--- src/rtl/lcd_pkg.sv ---
// Shared constants, opcode masks, state/opcode enums and address-counter helpers
// for the character-LCD responder.
package lcd_pkg;

  localparam logic [6:0] LINE1_BASE = 7'h40;
  localparam int         LINE_LEN   = 16;
  localparam logic [6:0] WRAP0      = 7'h27;
  localparam logic [6:0] WRAP1      = 7'h67;
  localparam logic [7:0] SPACE      = 8'h20;

  localparam logic [7:0] OP_SETDD_MASK = 8'h80;
  localparam logic [7:0] OP_CGRAM_MASK = 8'h40;
  localparam logic [7:0] OP_FUNC_MASK  = 8'h20;
  localparam logic [7:0] OP_SHIFT_MASK = 8'h10;
  localparam logic [7:0] OP_DISP_MASK  = 8'h08;
  localparam logic [7:0] OP_ENTRY_MASK = 8'h04;
  localparam logic [7:0] OP_HOME_MASK  = 8'h02;
  localparam logic [7:0] OP_CLEAR_MASK = 8'h01;

  typedef enum logic [1:0] {IDLE, BUSY, FILL} lcdState_t;

  typedef enum logic [3:0] {
    OP_NONE, OP_SETDD, OP_CGRAM, OP_FUNC, OP_SHIFT,
    OP_DISP, OP_ENTRY, OP_HOME, OP_CLEAR
  } lcdOp_t;

  // The highest set bit of the instruction byte picks the opcode.
  function automatic lcdOp_t opDecode(input logic [7:0] db);
    if ((db & OP_SETDD_MASK) != 8'h00) return OP_SETDD;
    if ((db & OP_CGRAM_MASK) != 8'h00) return OP_CGRAM;
    if ((db & OP_FUNC_MASK)  != 8'h00) return OP_FUNC;
    if ((db & OP_SHIFT_MASK) != 8'h00) return OP_SHIFT;
    if ((db & OP_DISP_MASK)  != 8'h00) return OP_DISP;
    if ((db & OP_ENTRY_MASK) != 8'h00) return OP_ENTRY;
    if ((db & OP_HOME_MASK)  != 8'h00) return OP_HOME;
    if ((db & OP_CLEAR_MASK) != 8'h00) return OP_CLEAR;
    return OP_NONE;
  endfunction

  function automatic logic [6:0] acStep(input logic [6:0] ac, input logic inc);
    if (inc) begin
      if (ac == WRAP0) return LINE1_BASE;
      if (ac == WRAP1) return 7'h00;
      return ac + 7'd1;
    end
    if (ac == LINE1_BASE) return WRAP0;
    if (ac == 7'h00)      return WRAP1;
    return ac - 7'd1;
  endfunction

  function automatic logic acInWindow(input logic [6:0] ac);
    return ac[5:4] == 2'b00;
  endfunction

  function automatic logic [4:0] acIndex(input logic [6:0] ac);
    return {ac[6], ac[3:0]};
  endfunction

endpackage

--- src/rtl/lcd_if.sv ---
// LCD-side E/RS/RW/DB bus; the initiator is the master, the responder the slave.
interface lcd_if;
  logic       lcd_e;
  logic       lcd_rs;
  logic       lcd_rw;
  logic [7:0] lcd_db_in;
  logic [7:0] lcd_db_out;
  logic       lcd_db_oe;

  modport master (output lcd_e, lcd_rs, lcd_rw, lcd_db_in,
                  input  lcd_db_out, lcd_db_oe);
  modport slave  (input  lcd_e, lcd_rs, lcd_rw, lcd_db_in,
                  output lcd_db_out, lcd_db_oe);
endinterface

--- src/rtl/lcd_char_ram.sv ---
// 32x8 character buffer: one synchronous write port, two registered read ports
// (bus readback and the external inspection port). Reads return the old byte.
module lcd_char_ram (
  input  logic       clk,
  input  logic       we,
  input  logic [4:0] wrAddr,
  input  logic [7:0] wrData,
  input  logic [4:0] busAddr,
  output logic [7:0] busData,
  input  logic [4:0] rdAddr,
  output logic [7:0] rdData
);
  logic [7:0] mem [32];
  logic [4:0] portAddr [2];
  logic [7:0] portData [2];

  assign portAddr[0] = busAddr;
  assign portAddr[1] = rdAddr;

  always_ff @(posedge clk) begin
    if (we) mem[wrAddr] <= wrData;
  end

  generate
    for (genvar gi = 0; gi < 2; gi++) begin : g_rd
      logic [7:0] q;
      always_ff @(posedge clk) q <= mem[portAddr[gi]];
      assign portData[gi] = q;
    end
  endgenerate

  assign busData = portData[0];
  assign rdData  = portData[1];
endmodule

--- src/rtl/lcd_responder.sv ---
// HD44780-style responder: decodes E falling edges into instructions/data
// writes, runs the IDLE/BUSY/FILL sequencer and serves status and data reads.
module lcd_responder
  import lcd_pkg::*;
#(
  parameter int BUSY_CMD = 3,
  parameter int BUSY_CLR = 8
) (
  input  logic       clk,
  input  logic       rst,
  lcd_if.slave       bus,
  input  logic [4:0] rd_addr,
  output logic [7:0] rd_data,
  output logic       busy,
  output logic       disp_on,
  output logic       cursor_on,
  output logic       blink_on,
  output logic       entry_inc,
  output logic       entry_shift,
  output logic       err
);
  localparam int TMAX = (BUSY_CMD > BUSY_CLR) ? BUSY_CMD : BUSY_CLR;
  localparam int TW   = (TMAX > 1) ? $clog2(TMAX) : 1;
  localparam logic [TW-1:0] T_CMD = TW'(BUSY_CMD - 1);
  localparam logic [TW-1:0] T_CLR = TW'(BUSY_CLR - 1);
  localparam logic [4:0]    IDX_LAST = 5'(2 * LINE_LEN - 1);

  lcdState_t     stateReg, stateNext;
  logic [TW-1:0] timerReg, timerNext;
  logic [4:0]    idxReg, idxNext;
  logic [6:0]    acReg, acNext;
  logic          dispOnReg, dispOnNext, cursorOnReg, cursorOnNext;
  logic          blinkOnReg, blinkOnNext, entryIncReg, entryIncNext;
  logic          entryShiftReg, entryShiftNext, errReg, errNext;
  logic          eQReg, oeReg, rsQReg, winQReg, rdValidReg;
  logic [7:0]    statusReg;

  logic       ramWe;
  logic [4:0] ramWrAddr;
  logic [7:0] ramWrData, ramBusData, ramRdData;

  logic   fall, wrFall, rdFall, busyNow;
  lcdOp_t op;

  assign busyNow = (stateReg != IDLE);
  assign fall    = eQReg & ~bus.lcd_e;
  assign wrFall  = fall & ~bus.lcd_rw;
  assign rdFall  = fall & bus.lcd_rw;
  assign op      = opDecode(bus.lcd_db_in);

  lcd_char_ram u_ram (
    .clk     (clk),
    .we      (ramWe),
    .wrAddr  (ramWrAddr),
    .wrData  (ramWrData),
    .busAddr (acIndex(acReg)),
    .busData (ramBusData),
    .rdAddr  (rd_addr),
    .rdData  (ramRdData)
  );

  always_ff @(posedge clk or negedge rst) begin
    if (!rst) begin
      stateReg      <= FILL;
      timerReg      <= '0;
      idxReg        <= '0;
      acReg         <= '0;
      dispOnReg     <= 1'b0;
      cursorOnReg   <= 1'b0;
      blinkOnReg    <= 1'b0;
      entryIncReg   <= 1'b1;
      entryShiftReg <= 1'b0;
      errReg        <= 1'b0;
      eQReg         <= 1'b0;
      oeReg         <= 1'b0;
      rsQReg        <= 1'b0;
      winQReg       <= 1'b0;
      rdValidReg    <= 1'b0;
      statusReg     <= 8'h00;
    end else begin
      stateReg      <= stateNext;
      timerReg      <= timerNext;
      idxReg        <= idxNext;
      acReg         <= acNext;
      dispOnReg     <= dispOnNext;
      cursorOnReg   <= cursorOnNext;
      blinkOnReg    <= blinkOnNext;
      entryIncReg   <= entryIncNext;
      entryShiftReg <= entryShiftNext;
      errReg        <= errNext;
      eQReg         <= bus.lcd_e;
      oeReg         <= bus.lcd_rw & bus.lcd_e;
      rsQReg        <= bus.lcd_rs;
      winQReg       <= acInWindow(acReg);
      rdValidReg    <= 1'b1;
      statusReg     <= {busyNow, acReg};
    end
  end

  always_comb begin
    stateNext      = stateReg;
    timerNext      = timerReg;
    idxNext        = idxReg;
    acNext         = acReg;
    dispOnNext     = dispOnReg;
    cursorOnNext   = cursorOnReg;
    blinkOnNext    = blinkOnReg;
    entryIncNext   = entryIncReg;
    entryShiftNext = entryShiftReg;
    errNext        = 1'b0;
    ramWe          = 1'b0;
    ramWrAddr      = idxReg;
    ramWrData      = SPACE;

    case (stateReg)
      FILL: begin
        ramWe   = 1'b1;
        idxNext = idxReg + 5'd1;
        if (idxReg == IDX_LAST) begin
          stateNext = BUSY;
          timerNext = T_CLR;
        end
      end
      BUSY: begin
        if (timerReg == '0) stateNext = IDLE;
        else                timerNext = timerReg - TW'(1);
      end
      default: ;
    endcase

    if (wrFall && busyNow) errNext = 1'b1;

    // Accepted writes only happen in IDLE, so they never collide with FILL.
    if (wrFall && !busyNow) begin
      if (bus.lcd_rs) begin
        if (acInWindow(acReg)) begin
          ramWe     = 1'b1;
          ramWrAddr = acIndex(acReg);
          ramWrData = bus.lcd_db_in;
        end
        acNext    = acStep(acReg, entryIncReg);
        stateNext = BUSY;
        timerNext = T_CMD;
      end else begin
        case (op)
          OP_SETDD: begin
            acNext    = bus.lcd_db_in[6:0];
            stateNext = BUSY;
            timerNext = T_CMD;
          end
          OP_FUNC: begin
            stateNext = BUSY;
            timerNext = T_CMD;
          end
          OP_DISP: begin
            dispOnNext   = bus.lcd_db_in[2];
            cursorOnNext = bus.lcd_db_in[1];
            blinkOnNext  = bus.lcd_db_in[0];
            stateNext    = BUSY;
            timerNext    = T_CMD;
          end
          OP_ENTRY: begin
            entryIncNext   = bus.lcd_db_in[1];
            entryShiftNext = bus.lcd_db_in[0];
            stateNext      = BUSY;
            timerNext      = T_CMD;
          end
          OP_HOME: begin
            acNext    = 7'h00;
            stateNext = BUSY;
            timerNext = T_CLR;
          end
          OP_CLEAR: begin
            acNext       = 7'h00;
            entryIncNext = 1'b1;
            stateNext    = FILL;
            idxNext      = 5'd0;
          end
          default: errNext = 1'b1;
        endcase
      end
    end

    if (rdFall && bus.lcd_rs) acNext = acStep(acReg, entryIncReg);
  end

  assign bus.lcd_db_oe  = oeReg;
  assign bus.lcd_db_out = !rsQReg ? statusReg : (winQReg ? ramBusData : SPACE);
  assign rd_data        = rdValidReg ? ramRdData : 8'h00;
  assign busy           = busyNow;
  assign disp_on        = dispOnReg;
  assign cursor_on      = cursorOnReg;
  assign blink_on       = blinkOnReg;
  assign entry_inc      = entryIncReg;
  assign entry_shift    = entryShiftReg;
  assign err            = errReg;
endmodule

--- src/flat_wrapper.sv ---
// flat-port wrapper written by rule: the top's interface ports become plain ports
module lcd_responder_flat import lcd_pkg::*;
#(
  parameter int BUSY_CMD = 3,
  parameter int BUSY_CLR = 8
)
  (clk, rst, rd_addr, rd_data, busy, disp_on, cursor_on, blink_on, entry_inc, entry_shift, err, bus_lcd_e, bus_lcd_rs, bus_lcd_rw, bus_lcd_db_in, bus_lcd_db_out, bus_lcd_db_oe);
  lcd_if bus_i ();
  input  logic clk;
  input  logic rst;
  input  logic [4:0] rd_addr;
  output logic [7:0] rd_data;
  output logic busy;
  output logic disp_on;
  output logic cursor_on;
  output logic blink_on;
  output logic entry_inc;
  output logic entry_shift;
  output logic err;
  input wire logic [$bits(bus_i.lcd_e)-1:0] bus_lcd_e;
  input wire logic [$bits(bus_i.lcd_rs)-1:0] bus_lcd_rs;
  input wire logic [$bits(bus_i.lcd_rw)-1:0] bus_lcd_rw;
  input wire logic [$bits(bus_i.lcd_db_in)-1:0] bus_lcd_db_in;
  output wire logic [$bits(bus_i.lcd_db_out)-1:0] bus_lcd_db_out;
  output wire logic [$bits(bus_i.lcd_db_oe)-1:0] bus_lcd_db_oe;
  assign bus_i.lcd_e = bus_lcd_e;
  assign bus_i.lcd_rs = bus_lcd_rs;
  assign bus_i.lcd_rw = bus_lcd_rw;
  assign bus_i.lcd_db_in = bus_lcd_db_in;
  assign bus_lcd_db_out = bus_i.lcd_db_out;
  assign bus_lcd_db_oe = bus_i.lcd_db_oe;
  lcd_responder #(.BUSY_CMD(BUSY_CMD), .BUSY_CLR(BUSY_CLR)) u_core (.clk(clk), .rst(rst), .bus(bus_i), .rd_addr(rd_addr), .rd_data(rd_data), .busy(busy), .disp_on(disp_on), .cursor_on(cursor_on), .blink_on(blink_on), .entry_inc(entry_inc), .entry_shift(entry_shift), .err(err));
endmodule
--- config.mk ---
export PLATFORM = sky130hd
export DESIGN_NAME = lcd_responder_flat
export DESIGN_NICKNAME = d
export VERILOG_FILES = /design/src/rtl/lcd_pkg.sv /design/src/rtl/lcd_if.sv /design/src/rtl/lcd_char_ram.sv /design/src/rtl/lcd_responder.sv /design/src/flat_wrapper.sv
export SDC_FILE = /design/constraint.sdc
export NUM_CORES = 1
export LEC_CHECK = 0
export ABC_AREA = 1
export CORE_MARGIN = 2
export CORE_UTILIZATION = 40
export CTS_BUF_LIST = sky130_fd_sc_hd__clkbuf_8 sky130_fd_sc_hd__clkbuf_16
export CTS_CLUSTER_SIZE = 25
export DETAILED_ROUTE_END_ITERATION = 8
export PLACE_DENSITY_LB_ADDON = 0.05
export SYNTH_ARGS = -nofsm -noshare
export SYNTH_HDL_FRONTEND = slang
export SYNTH_SLANG_ARGS = --single-unit
--- constraint.sdc ---
create_clock -name clk -period 6.95 [get_ports clk]
set_input_delay 1.39 -clock clk [delete_from_list [all_inputs] [get_ports clk]]
set_output_delay 1.39 -clock clk [all_outputs]
set_load 0.01 [all_outputs]
==> results.py, run 1 <==
metrics = {
    "route": {
        "dr.pass1.iters": 6,
        "routedWlPerCell_microns": 23.2,
        "via_per_inst": 5.68,
        "wl_microns": 51900,
        "drtIter0Drc": 1445,
        "drc": 0,
        "antenna_left": 0,
        "num_vias": 12739,
    },
    "clock_network": {
        "ctsResizeCount": 0,
        "numCtsBuffers": 36,
        "clkLatencyLatePin_ns": 0.53,
        "clk_pin_slew_ns": 0.05,
        "cts_tree": "built",
        "root_buffer": "clkbuf_16",
        "cts_hold_buf": 0,
        "postCtsSetupBuffers": 0,
        "cts_buffer_depth": 3,
        "cts_max_level": 2,
        "clkSinkCount": 308,
    },
    "logic_synthesis": {
        "synth.top_cell.area_share": 0.500,
        "syn_inst": 1715,
        "synth_async_sr_flop_share": 0.117,
        "synth_cell_types": 38,
        "synth_area_leader_cell": "edfxtp_1",
        "syn_area_per_cell_sq_um": 8.96,
        "ys_ff_latch": 308,
        "synth-adder-area-share": 0.00733,
        "synth_edf_count": 256,
        "yosysWarnings": 0,
        "synth.mux.area_fraction": 0,
        "syn_area_sq_um": 15400,
        "synth_top_family_by_area": "simple AND/OR/NAND/NOR gates",
        "syn_nets": 1742,
        "yosysSeqAreaShare": 0.580,
        "synth_xor_area_frac": 0.00399,
        "synthTopCellsByArea": "edfxtp_1, nand2_1, o21ai_0",
        "synth-simple-area-share": 0.192,
        "synth_compound_area_frac": 0.157,
        "yosys_most_used_dff": "edfxtp_1",
    },
    "global_route": {
        "grt_max_degree": 93,
        "overflow": 0,
        "grt_pass1_wl_microns": 76700,
        "antenna_found_initial": 0,
        "grt_pass1_vias": 12011,
        "grtUsageTotal": 0.264,
    },
    "final_layout": {
        "area_growth_pct": 12.6,
        "n_antenna_cell": 0,
        "final_area_sq_um": 17300,
        "fin_util": 0.458,
        "layout.cells.most_common": "nand2_1",
        "finalNetCount": 1734,
        "layout_common_cells": "nand2_1, o21ai_0, edfxtp_1, nor2_1, inv_1",
        "drive_gt1_frac": 0.0635,
    },
    "floorplan": {
        "die_y_microns": 200,
        "start_util": 0.407,
        "die-width_microns": 200,
        "num_io_pins": 42,
        "placementRows": 71,
        "core_sq_um": 37800,
        "dieArea_sq_um": 40000,
    },
    "critical_path": {
        "cp_slowest_cell": "clkdlybuf4s50_1",
        "critPathArrivalTime_ns": 4.53,
        "max_stage_delay_ns": 0.90,
        "worst_setup_path_start_kind": "input pin",
        "worstSetupPathType": "in -> reg",
        "cp_cell_sequence": "clkdlybuf4s50_1 -> nand3_2 -> o21ai_2 -> nand3_2 -> nor2_1",
        "crit_top_cell": "nand3_2",
        "cp.required_ns": 7.10,
        "end_kind": "register",
        "worst-path-max-fanout": 20,
    },
    "power_and_ir_drop": {
        "ir_drop_uv": 160,
        "p_leak_uw": 0.00667,
        "power_uw": 5770,
        "cellPowerDensity_nw_per_um2": 333,
    },
    "place": {
        "dpl.hpwl_microns": 32700,
        "gp_congestion": 0.886,
        "dpl_cell_area_sq_um": 16100,
        "io_buffers": 41,
    },
    "sta": {
        "finalCritPeriodShare": 0.631,
        "rsz0062_at_grt": "no",
        "report.final.setup_viol": 0,
        "layout_min_cycle_time_ns": 4.38,
        "finalSetupTns_ns": 0,
        "timing.fmax_mhz": 228,
        "fin_worst_skew_ns": 0.0181,
        "hold_viol_final": 0,
        "finalMaxSlewViolations": 0,
        "worst_slew_pin_slew_ns": 1.03,
        "maxSlewHeadroom": 0.316,
    },
    "job": {
        "drv_cap": 0,
    },
    "min_path": {
        "hold_class": "reg -> reg",
    },
    "run_status": {
        "status": "finished clean",
    },
}
-- per-stage QoR --
stage | setup WS (ns) | instances | hold slack, ns
final | 2.57 | 2243 | 0.482
after CTS | 2.55 | 2243 | 0.487
after global placement | 2.05 | 2180 | 0.471
after detailed placement | 2.00 | 2180 | 0.473
after floorplan | 3.86 | 1715 | 0.349
after global routing | 2.41 | 2243 | 0.524
-- where the power goes --
group	internal (uW)	switching, uW
sequential	2080	127
clock	1170	746
combinational	481	1160
-- critical path, delay by kind of cell --
| family | cells | cell delay [ns] |
|---|---|---|
| and+or+nand+nor | 3 | 1.82 |
| buffers and inverters | 1 | 0.90 |
| AOI/OAI and AO/OA | 1 | 0.41 |
-- cell usage after synthesis, drive strengths merged (21+ instances only) --
cell,number
a21oi,88
buf,58
clkbuf,49
dfrtp,34
edfxtp,256
inv,113
nand2,395
nand3,91
nand4,21
nor2,215
o211ai,34
o21ai,282
-- registers in the layout, summed over array words and instances, names as in the netlist, 2 cells and up --
name,cells
u_core.acReg,7
u_core.idxReg,5
u_core.stateReg,2
u_core.statusReg,8
u_core.timerReg,3
u_core.u_ram.busData,8
u_core.u_ram.mem,256
u_core.u_ram.rdData,8
-- cell type report --
type	instances	area (sq um)
Clock inverter	24	238
Tap cell	511	639
Fill cell	3654	20500
Sequential cell	308	8920
Multi-Input combinational cell	1184	5560
Timing Repair Buffer	61	548
Clock buffer	39	953
Inverter	116	438
-- path summary, 6_finish.rpt --
check                      cells after the start                     end  slack (ns)          startpoint
min reg2reg                                    2          u_core.disp_on        0.48      u_core.disp_on
max in group asynchronous                      1         u_core.acReg[0]        5.27                 rst
min                                            2          u_core.disp_on        0.48      u_core.disp_on
max                                            5  u_core.u_ram.mem[8][6]        2.57          bus_lcd_rs
max reg2reg                                    8  u_core.u_ram.mem[8][6]        3.51  u_core.stateReg[0]
min in group asynchronous                      1     u_core.statusReg[1]        0.99                 rst
-- metal layers --
metal	global-route usage	wire length [microns]	vias up
met5	0	0	-
met3	0.0437	4100	103
li1	-	-	5889
met4	0.109	1970	0
met1	0.367	22100	6168
met2	0.412	23700	579
-- cell families (layout without fill, tap and decap cells) --
family,after synthesis,in the layout
and+or+nand+nor,725,725
adders and majority gates,9,9
xor gates and xnor gates,7,7
DFF,308,308
other,1,1
AOI/OAI and AO/OA,442,442
buffers and inverters,223,240
No activity file was read; power rests on OpenSTA's default activity.
==> inputs of run 2 (changes only) <==
==> constraint.sdc (replaced) <==
create_clock -name clk -period 4.3 [get_ports clk]
set_input_delay 0.86 -clock clk [delete_from_list [all_inputs] [get_ports clk]]
set_output_delay 0.86 -clock clk [all_outputs]
set_load 0.01 [all_outputs]
==> results.py, run 2 (synthesis gave the netlist of run 1 again) <==
metrics = {
    "global_route": {
        "grtUsageTotal": 0.259,
        "grt_max_degree": 173,
        "antenna_found_initial": 0,
        "overflow": 0,
        "grt_pass1_vias": 12308,
        "grt_pass1_wl_microns": 76500,
    },
    "final_layout": {
        "layout_common_cells": "nand2_1, o21ai_0, edfxtp_1, nor2_1, inv_1",
        "layout.cells.most_common": "nand2_1",
        "regMostFlops": "u_core.u_ram.mem",
        "fin_util": 0.466,
        "finalNetCount": 1769,
        "drive_gt1_frac": 0.0860,
        "n_antenna_cell": 0,
        "largest_reg_flops": 256,
        "seqCellArea_sq_um": 8920,
        "area_growth_pct": 14.6,
        "num-fill-cells": 3609,
        "multi_input_area_sq_um": 5560,
    },
    "route": {
        "antenna_left": 0,
        "drtIter0Drc": 1474,
        "dr.pass1.iters": 7,
        "routed-wl-met2_microns": 23600,
        "num_vias": 12724,
        "m1WireLength_microns": 22100,
        "wl_microns": 51100,
        "drc": 0,
        "dr_wl_met3_microns": 3670,
        "via_per_inst": 5.59,
        "routedWlPerCell_microns": 22.4,
        "dr.max_layer_used": "met4",
    },
    "sta": {
        "worst_slew_pin_slew_ns": 1.04,
        "finalMaxSlewViolations": 0,
        "rsz0062_at_grt": "no",
        "maxSlewHeadroom": 0.303,
        "timing.fmax_mhz": 298,
        "finalSetupTns_ns": 0,
        "finalCritPeriodShare": 0.782,
        "fin_worst_skew_ns": 0.0312,
        "report.final.setup_viol": 0,
        "hold_viol_final": 0,
        "layout_min_cycle_time_ns": 3.36,
        "worst_slack_ns": 0.939,
    },
    "place": {
        "dpl.hpwl_microns": 32600,
        "gp_congestion": 0.848,
        "dp_slack_ns": 0.410,
        "io_buffers": 41,
    },
    "floorplan": {
        "dieArea_sq_um": 40000,
        "core_sq_um": 37800,
        "start_util": 0.407,
        "num_io_pins": 42,
        "die_y_microns": 200,
        "die-width_microns": 200,
        "placementRows": 71,
    },
    "clock_network": {
        "cts_tree": "built",
        "postCtsSetupBuffers": 0,
        "ctsResizeCount": 0,
        "clk_pin_slew_ns": 0.06,
        "root_buffer": "clkbuf_16",
        "clkSinkCount": 308,
        "cts_max_level": 2,
        "cts_buffer_depth": 3,
        "numCtsBuffers": 36,
        "clkLatencyLatePin_ns": 0.52,
        "cts_hold_buf": 0,
    },
    "critical_path": {
        "cp_cell_sequence": "clkdlybuf4s50_1 -> nor2_2 -> nand2_1 -> nor2_4 -> nand3_2 -> buf_4 -> nand2_2 -> o21ai_4 -> nor2_1 -> nand2_1 -> nor2_1",
        "critPathArrivalTime_ns": 3.51,
        "max_stage_delay_ns": 0.64,
        "r2r_slack_ns": 1.14,
        "end_kind": "register",
        "cp.required_ns": 4.45,
        "worst-path-max-fanout": 13,
        "worstSetupPathType": "in -> reg",
        "worst_setup_path_start_kind": "input pin",
        "cp_slowest_cell": "nor2_1",
    },
    "job": {
        "drv_cap": 0,
    },
    "run_status": {
        "status": "finished clean",
    },
    "power_and_ir_drop": {
        "power_uw": 9290,
        "p_leak_uw": 0.00686,
        "cellPowerDensity_nw_per_um2": 527,
        "ir_drop_uv": 614,
    },
    "min_path": {
        "hold_class": "in -> async",
    },
}
run 2: cell types whose count changed in the layout (fill, tap and decap cells not counted), sizes merged:
cell,before,now
buf,23,58
inv,125,118
clkbuf,39,44
clkinv,9,14
bufinv,5,2
run 2: final timing paths:
check                                         from                      end  depth (start not counted)
max in group asynchronous                      rst         u_core.entry_inc                          2
min in group clk                    u_core.disp_on           u_core.disp_on                          2
worst max-delay path                     bus_lcd_e  u_core.u_ram.mem[14][0]                         11
worst max register to register  u_core.stateReg[0]  u_core.u_ram.mem[14][0]                         11
worst min register to register      u_core.disp_on           u_core.disp_on                          2
worst min-delay path                           rst        u_core.rdValidReg                          1
run 2: power by group:
group / switching, uW / internal (uW) / leakage (uW)
Combinational: 1900 / 800 / 0.00315
Clock: 1200 / 1840 / 0.000609
Sequential: 184 / 3360 / 0.00310
Total: 3280 / 6000 / 0.00686
run 2: through the flow:
stage	hold slack, ns	instances	instance area, sq um
3_5_place_dp	0.477	2215	16400
5_1_grt	0.351	2278	17600
3_3_place_gp	0.471	2215	16400
4_1_cts	0.331	2278	17600
2_1_floorplan	0.349	1715	15400
6_report	0.320	2278	17600
run 2: cell type report:
cell class,count,area share
tap,511,0.0363
clock inverter,19,0.00817
multi-input combinational,1184,0.316
inverter,116,0.0249
timing repair buffer,96,0.0489
clock buffer,44,0.0593
sequential,308,0.507
run 2: worst max-delay path, delay by kind of cell:
kind	cells	cell delay (ns)
AND/OR/NAND/NOR	8	1.78
buffers and inverters	2	0.77
AO/OA/AOI/OAI	1	0.07
run 2: per-layer routing:
metal | global-route usage | vias up
met5 | 0 | -
met4 | 0.0916 | 0
met1 | 0.363 | 6126
met3 | 0.0324 | 100
met2 | 0.416 | 557
li1 | - | 5941
==> inputs of run 3 (changes only) <==
==> constraint.sdc (replaced) <==
create_clock -name clk -period 3.33 [get_ports clk]
set_input_delay 0.666 -clock clk [delete_from_list [all_inputs] [get_ports clk]]
set_output_delay 0.666 -clock clk [all_outputs]
set_load 0.01 [all_outputs]
==> results.py, run 3 (synthesis gave the netlist of run 1 again) <==
metrics = {
    "critical_path": {
        "startpoint": "u_core.stateReg[1]",
        "endpoint": "busy",
        "worstRegToRegCells": 9,
        "worst-path-max-fanout": 3,
        "cp_slowest_cell": "clkdlybuf4s50_1",
        "cp_cell_sequence": "inv_1 -> ha_1 -> inv_1 -> clkdlybuf4s50_1",
        "worst_setup_path_start_kind": "register",
        "rr_endpoint": "u_core.u_ram.mem[14][3]",
        "cp.required_ns": 2.66,
        "worstSetupPathType": "reg -> out",
        "critPathArrivalTime_ns": 2.07,
        "max_stage_delay_ns": 0.57,
        "crit_top_cell": "inv_1",
        "r2r_slack_ns": 0.62,
        "r2r-start": "u_core.stateReg[0]",
        "end_kind": "primary output",
    },
    "sta": {
        "finalCritPeriodShare": 0.823,
        "finalSetupTns_ns": 0,
        "maxSlewHeadroom": 0.370,
        "rsz0062_at_grt": "no",
        "timing.fmax_mhz": 365,
        "layout_min_cycle_time_ns": 2.74,
        "report.final.setup_viol": 0,
        "finalMaxSlewViolations": 0,
        "fin_worst_skew_ns": 0.0161,
        "worst_slew_pin_slew_ns": 0.945,
        "hold_viol_final": 0,
    },
    "clock_network": {
        "cts_hold_buf": 0,
        "cts_tree": "built",
        "clkSinkCount": 308,
        "clk_pin_slew_ns": 0.06,
        "numCtsBuffers": 35,
        "cts_buffer_depth": 3,
        "ctsResizeCount": 0,
        "postCtsSetupBuffers": 0,
        "cts_max_level": 2,
        "root_buffer": "clkbuf_16",
        "clkLatencyLatePin_ns": 0.53,
    },
    "floorplan": {
        "start_util": 0.407,
        "die-width_microns": 200,
        "num_io_pins": 42,
        "dieArea_sq_um": 40000,
        "die_y_microns": 200,
        "placementRows": 71,
        "core_sq_um": 37800,
    },
    "final_layout": {
        "largest_reg_flops": 256,
        "seqCellArea_sq_um": 8920,
        "num-fill-cells": 3546,
        "area_growth_pct": 16.7,
        "regMostFlops": "u_core.u_ram.mem",
        "multi_input_area_sq_um": 5560,
        "finalNetCount": 1791,
        "n_antenna_cell": 0,
        "drive_gt1_frac": 0.0978,
        "final_area_sq_um": 17900,
        "final_cells": 2301,
        "layout.cells.most_common": "nand2_1",
        "fin_util": 0.475,
        "layout_common_cells": "nand2_1, o21ai_0, edfxtp_1, nor2_1, inv_1",
    },
    "place": {
        "dpl_cell_area_sq_um": 16700,
        "place_inst": 2238,
        "gp_congestion": 0.896,
        "io_buffers": 41,
        "dpl.hpwl_microns": 33600,
    },
    "route": {
        "routedWlPerCell_microns": 22.7,
        "via_per_inst": 5.55,
        "drc": 0,
        "num_vias": 12775,
        "dr.pass1.iters": 5,
        "antenna_left": 0,
        "wl_microns": 52200,
        "drtIter0Drc": 1409,
    },
    "global_route": {
        "overflow": 0,
        "antenna_found_initial": 0,
        "grt_max_degree": 87,
        "grt_pass1_wl_microns": 77000,
        "grt_pass1_vias": 12214,
        "grtUsageTotal": 0.264,
    },
    "job": {
        "drv_cap": 0,
    },
    "run_status": {
        "status": "finished clean",
    },
    "power_and_ir_drop": {
        "ir_drop_uv": 431,
        "power_uw": 12300,
        "cellPowerDensity_nw_per_um2": 684,
        "p_leak_uw": 0.00700,
    },
    "min_path": {
        "hold_class": "in -> async",
    },
}
[run 3: metal layers]
layer	vias to the layer above	share of wire	track usage
met5	-	0	0
met1	6118	0.43	0.359
met4	0	0.032	0.0897
met3	89	0.072	0.0412
met2	582	0.47	0.431
li1	5986	-	-
[run 3: metrics by stage]
stage               setup slack, ns  hold slack (ns)
floorplan                     0.965            0.349
global placement             0.0900            0.470
detailed placement           0.0368            0.477
CTS                           0.561            0.304
global route                  0.437            0.354
finish                        0.589            0.275
[run 3: critical path, delay by kind of cell (launching register included)]
family | cells | cell delay (ns)
adders and majority gates | 1 | 0.23
DFF | 1 | 0.54
buffers and inverters | 3 | 0.77
[run 3: worst min-delay path by stage]
| stage | to | cells past startpoint | start | slack (ns) |
|---|---|---|---|---|
| 6_report | u_core.statusReg[0] | 1 | rst | 0.27 |
| 2_1_floorplan | u_core.statusReg[2] | 0 | u_core.acReg[2] | 0.35 |
| 5_1_grt | u_core.statusReg[1] | 1 | rst | 0.35 |
| 4_1_cts | u_core.rdValidReg | 1 | rst | 0.30 |
| 3_3_place_gp | u_core.disp_on | 2 | u_core.disp_on | 0.47 |
| 3_5_place_dp | u_core.disp_on | 2 | u_core.disp_on | 0.48 |
[run 3: area by class of cell]
type / count / share of cell area
flip-flops and latches: 308 / 0.498
clock inverters: 24 / 0.0143
clock buffers: 39 / 0.0538
repair buffers: 119 / 0.0639
well taps: 511 / 0.0357
multi-input cells: 1184 / 0.310
inverters: 116 / 0.0244
[run 3: power by group]
group          switching [uW]  internal (uW)  total (uW)
combinational            2440           1120        3560
clock                    1600           2480        4080
sequential                283           4340        4620
total                    4320           7940       12300
